[src/rtl/rf_pkg.sv]
// Shared widths and helpers for the decode-stage register file with busy scoreboard.
package rf_pkg;

  localparam int unsigned RF_ADDR_WIDTH = 5;
  localparam int unsigned RF_DATA_WIDTH = 32;
  localparam int unsigned ZERO_IDX      = 0;

  // Low bit of port `port` inside a packed multi-port bus of `width`-bit slices.
  function automatic int unsigned slice_lo(int unsigned port, int unsigned width);
    return port * width;
  endfunction

endpackage

[src/rtl/onehot_write_decoder.sv]
// Binary index to one-hot enable vector, with optional masking of the zero register.
module onehot_write_decoder
  import rf_pkg::*;
#(
  parameter int unsigned ADDR_WIDTH = RF_ADDR_WIDTH,
  parameter bit          ZERO_MASK  = 1'b1
) (
  input  logic [ADDR_WIDTH-1:0]      addr,
  input  logic                       en,
  output logic [(2**ADDR_WIDTH)-1:0] onehot
);

  always_comb begin
    onehot = '0;
    if (en) begin
      onehot[addr] = 1'b1;
    end
    if (ZERO_MASK) begin
      onehot[ZERO_IDX] = 1'b0;
    end
  end

endmodule

[src/rtl/reg_file_sb.sv]
// Register file with combinational read ports, write bypass and a per-register busy scoreboard.
module reg_file_sb
  import rf_pkg::*;
#(
  parameter int unsigned ADDR_WIDTH = RF_ADDR_WIDTH,
  parameter int unsigned DATA_WIDTH = RF_DATA_WIDTH,
  parameter int unsigned NUM_READ   = 2,
  parameter bit          ZERO_REG   = 1'b1,
  parameter bit          BYPASS     = 1'b1
) (
  input  logic                           clk,
  input  logic                           reset,
  input  logic                           we,
  input  logic [ADDR_WIDTH-1:0]          waddr,
  input  logic [DATA_WIDTH-1:0]          wdata,
  input  logic                           mark,
  input  logic [ADDR_WIDTH-1:0]          mark_addr,
  input  logic                           flush,
  input  logic [NUM_READ*ADDR_WIDTH-1:0] raddr,
  output logic [NUM_READ*DATA_WIDTH-1:0] rdata,
  output logic [NUM_READ-1:0]            rbusy,
  output logic                           any_busy,
  output logic [ADDR_WIDTH:0]            busy_cnt
);

  localparam int unsigned NUM_REGS = 2 ** ADDR_WIDTH;
  localparam int unsigned CW       = ADDR_WIDTH + 1;

  logic [DATA_WIDTH-1:0] regs_q [NUM_REGS];
  logic [NUM_REGS-1:0]   busy_q, busy_d;
  logic [NUM_REGS-1:0]   wen, mset;
  logic [CW-1:0]         cnt_q, cnt_d;
  logic                  inc, dec;

  onehot_write_decoder #(
    .ADDR_WIDTH (ADDR_WIDTH),
    .ZERO_MASK  (ZERO_REG)
  ) u_wb_dec (
    .addr   (waddr),
    .en     (we),
    .onehot (wen)
  );

  // Flush suppresses marks at the source so the counter never sees them.
  onehot_write_decoder #(
    .ADDR_WIDTH (ADDR_WIDTH),
    .ZERO_MASK  (ZERO_REG)
  ) u_mark_dec (
    .addr   (mark_addr),
    .en     (mark & ~flush),
    .onehot (mset)
  );

  always_ff @(posedge clk or posedge reset) begin
    if (reset) begin
      for (int k = 0; k < NUM_REGS; k++) begin
        regs_q[k] <= '0;
      end
    end else begin
      for (int k = 0; k < NUM_REGS; k++) begin
        if (wen[k]) begin
          regs_q[k] <= wdata;
        end
      end
    end
  end

  // A same-cycle mark beats writeback: the new producer is still outstanding.
  always_comb begin
    inc    = |(mset & ~busy_q);
    dec    = |(wen & ~mset & busy_q);
    busy_d = (busy_q & ~wen) | mset;
    cnt_d  = cnt_q + CW'(inc) - CW'(dec);
    if (flush) begin
      busy_d = '0;
      cnt_d  = '0;
    end
  end

  always_ff @(posedge clk or posedge reset) begin
    if (reset) begin
      busy_q <= '0;
      cnt_q  <= '0;
    end else begin
      busy_q <= busy_d;
      cnt_q  <= cnt_d;
    end
  end

  assign busy_cnt = cnt_q;
  assign any_busy = (cnt_q != '0);

  for (genvar i = 0; i < NUM_READ; i++) begin : g_read
    logic [ADDR_WIDTH-1:0] ra;
    logic [DATA_WIDTH-1:0] rd;
    logic                  is_zero;
    logic                  hit;

    assign ra      = raddr[slice_lo(i, ADDR_WIDTH) +: ADDR_WIDTH];
    assign is_zero = ZERO_REG && (ra == ADDR_WIDTH'(ZERO_IDX));
    assign hit     = BYPASS && we && (waddr == ra);

    always_comb begin
      rd = regs_q[ra];
      if (is_zero) begin
        rd = '0;
      end else if (hit) begin
        rd = wdata;
      end
    end

    assign rdata[slice_lo(i, DATA_WIDTH) +: DATA_WIDTH] = rd;
    assign rbusy[i] = busy_q[ra] & ~hit;
  end

endmodule

[config.mk]
export PLATFORM = sky130hd
export DESIGN_NAME = reg_file_sb
export DESIGN_NICKNAME = d
export VERILOG_FILES = /design/src/rtl/rf_pkg.sv /design/src/rtl/onehot_write_decoder.sv /design/src/rtl/reg_file_sb.sv
export SDC_FILE = /design/constraint.sdc
export NUM_CORES = 2
export LEC_CHECK = 0
export CORE_MARGIN = 5
export CORE_UTILIZATION = 30
export DETAILED_ROUTE_END_ITERATION = 12
export PLACE_DENSITY_LB_ADDON = 0.3
export SYNTH_ARGS = -nofsm -noshare
export SYNTH_HDL_FRONTEND = slang
export SYNTH_SLANG_ARGS = --single-unit
[constraint.sdc]
create_clock -name clk -period 41.3 [get_ports clk]
set_input_delay 4.13 -clock clk [delete_from_list [all_inputs] [get_ports clk]]
set_output_delay 4.13 -clock clk [all_outputs]
set_load 0.01 [all_outputs]
==> impl_results.md <==
* Status: completed
* Largest family of logic cells by synthesized area: multiplexers
* YS warnings at 0
* Layout cells sized above 1 at 41.7%
* Final setup fails at 0
* H-tree Lvls at 3
* Pwr per Cell Area at about 48 nW/um2
* Setup TNS at 0 ns
* Clk buf depth at 3
* Syn_nets at 4,229
* Setup Buffers After CTS at 0
* Final count of hold timing violations at 0
* Residual DRC at 0
* Ys flop type: dfrtp_1
* Setup Crit Path Kind: in -> out
* CP Capture Type: output port
* CTS Buf Count at 116
* RR Endpoint: busy_cnt[5]
* Post-layout power at approximately 3100 uW
* Crit path max fanout at 52
* Synthesized flop and latch total at 1,029
* Compound-Gate Fraction of Synth Area at 4.18%
* Synthesized cell area at 56,700 um2
* Final worst setup slack at 28.07 ns
* Pre-Repair DR Iteration Count at 5
* Total of max-cap violations at 0
* FFs w/ async S/R, synth at 100%
* Initial antenna violation count at 12
* Post-route ant nets at 0
* Final setup skew at approximately 0.0052 ns
* HP Class: reg -> reg
* Die ar. at between 150,000 and 200,000 um2
* Final GP Congestion at 0.842
* Vias in the first global route at roughly 40,000
* Cells after Synth at 4,163
* Post_cts resized at 0
* FF-to-FF path depth at 13
* Worst EP arrival at 9.10 ns
* Port-buffer cells at 129
* Reg2reg setup slack at 38.11 ns
* Worst r2r src: busy_q[10]
* # nets final at 4,156
* Ranking of synthesized cells by area: dfrtp_1, mux2_2, mux4_2, mux2_1, mux2i_1
* Routed WL per cell at 30.4 um
* Leakage power at 0.0272 uW
* HPWL Detailed at 112,000 um
* Io pins at 130
* Rows at 159
* CP startpoint: raddr[1]
* Post-place instance area at ~60,000 um2
* Worst slew margin at 17.4%
* CTS tree: built
* Crit path launch type: input port
* Gr usage total at around 20%
* Post-synth top area cell: dfrtp_1
* Iteration-0 DRC Markers at 3,980
* Fraction of synthesized area in multiplexers at 40.7%
* Initial Util at 30.2%
* Die Height at approximately 440 um
* Cts hold-fix bufs at 0
* Register area share after synthesis at 45.4%
* Fmax at between 70 and 80 MHz
* Area growth, synth to finish at 13.3%
* Die X-Extent at about 440 um
* Max IR drop VDD at around 0.032 mV
* Pre-CTS setup slack at 28.01 ns
* Clk pin slew, worst setup/hold paths at 0.06 ns
* Simple-gate area share of the yosys netlist at 5.47%
* CP required at around 37 ns
* First-pass GRT wire length at 293,000 um
* CTS root buf: clkbuf_16
* Period utilization at 32.0%
* Hold Slack at ~0.50 ns
* Hold path depth at 2
* Xor and xnor fraction of the mapped netlist area at 0.201%
* Via/cell ratio at about 5.8
* Min-delay src: regs_q[138]
* Sink Count at 1,029
* Distinct cell type count after synthesis at 65
* Max-slew violation count at 0
* Synth top area share at 45.4%
* Avg Cell Area, Syn at about 14 um2
* Fill cells at approximately 18,000
* Synth Area in Adders at 0.212%
* Final wirelength at 204,000 um
* Post-synth EDFFs at 0
* Slew @ Worst Pin at 1.24 ns
* Routed vias at 38,700
* GRT overflow at 0
* Post-layout minimum cycle time at 13.23 ns
* RSZ-0062 raised after global routing: no
* CP Capture Point: rdata[4]
* Pin count of the biggest net entering global routing at 129
* Final instance area at 64,300 um2
* Clk_lat worst skew at roughly 0.73 ns
* Area of the core at 188,000 um2
[registers in the layout (all words and copies together) (netlist names)]
name and flops:
regs_q 992, busy_cnt 6, busy_q 31
[synthesized netlist by cell type, drive strengths merged (4+ instances only)]
master / instances
or3b: 7
o221ai: 13
nor3b: 8
xnor2: 4
nor3: 73
a211oi: 31
nand4: 4
or2: 4
and3b: 5
o22ai: 90
mux2: 1091
ha: 8
mux4: 432
nor2b: 19
a221oi: 33
nand3b: 9
and3: 4
dfrtp: 1029
clkbuf: 201
nand2: 129
mux2i: 109
a22oi: 32
o2111ai: 24
inv: 19
o22a: 4
nor2: 284
nand2b: 9
a21oi: 106
nand3: 11
buf: 245
nor4: 86
o21ai: 7
xor2: 9
[metal layers]
layer  routed length [um]  track usage (%)  share of wire, %  up-vias
li1                     -                -                 -    15700
met1                86000             27.0                42    21000
met2                96800             33.1                48     1523
met3                12600             3.02               6.2      405
met4                 8280             7.75               4.1        0
met5                    0                0                 0        -
[worst min path at each step]
stage	endpoint	slack (ns)
global placement	regs_q[137]	0.47
floorplan	regs_q[157]	0.46
global route	regs_q[136]	0.52
CTS	regs_q[138]	0.50
finish	regs_q[138]	0.50
detailed placement	regs_q[138]	0.48
[worst max-delay path: stages]
cell             delay [ns]
buf_8                  0.40
buf_4                  0.72
buf_4                  0.82
buf_4                  0.68
mux2_2                 0.40
a221oi_1               0.25
nor4_1                 0.09
nor4_1                 0.83
nor3_1                 0.10
clkdlybuf4s50_1        0.52
[per-stage QoR]
| stage | utilization, % | instances |
|---|---|---|
| floorplan | - | 4163 |
| global placement | 32.1 | 6467 |
| detailed placement | 32.1 | 6467 |
| CTS | 34.2 | 6679 |
| global route | 34.2 | 6684 |
| finish | 34.2 | 6688 |
[cells in the final DEF (no fill, tap or decap), drive strengths merged, types with 5 or more instances in the layout]
| cell type | instances |
|---|---|
| mux2 | 1091 |
| dfrtp | 1029 |
| mux4 | 432 |
| nor2 | 284 |
| clkbuf | 173 |
| buf | 134 |
| nand2 | 129 |
| clkdlybuf4s50 | 120 |
| mux2i | 109 |
| a21oi | 106 |
| o22ai | 90 |
| nor4 | 86 |
| nor3 | 73 |
| a221oi | 33 |
| a22oi | 32 |
| a211oi | 31 |
| o2111ai | 24 |
| inv | 22 |
| clkinv | 21 |
| nor2b | 19 |
| o221ai | 13 |
| nand3 | 11 |
| diode | 9 |
| nand3b | 9 |
| xor2 | 9 |
| bufinv | 9 |
| nand2b | 9 |
| ha | 8 |
| nor3b | 8 |
| clkinvlp | 7 |
| o21ai | 7 |
| or3b | 7 |
| and3b | 5 |
[cells by family (layout without fill, tap and decap cells)]
group | after synthesis | count (layout)
XOR/XNOR | 13 | 13
buffers and inverters | 465 | 486
AO/OA/AOI/OAI | 354 | 354
other | 0 | 9
flip-flops | 1029 | 1029
AND/OR/NAND/NOR | 661 | 661
multiplexers | 1632 | 1632
adder cells (fa/ha/maj) | 9 | 9
[power by group]
group          leakage (uW)  switching [uW]  internal, uW
combinational        0.0120             265           370
sequential           0.0132             139          1200
clock               0.00195             454           635
[cell type report]
cell class              count  area (um2)  area share [%]
multi-input cells        2669       29000            45.2
inverters                  19        80.1           0.125
clock inverters            40         538           0.837
flip-flops and latches   1029       25700            40.1
well taps                2495        3120            4.86
clock buffers             172        3450            5.37
diodes                      9        22.5          0.0350
repair buffers            255        2260            3.51
Power figures use the tool's default switching activity.
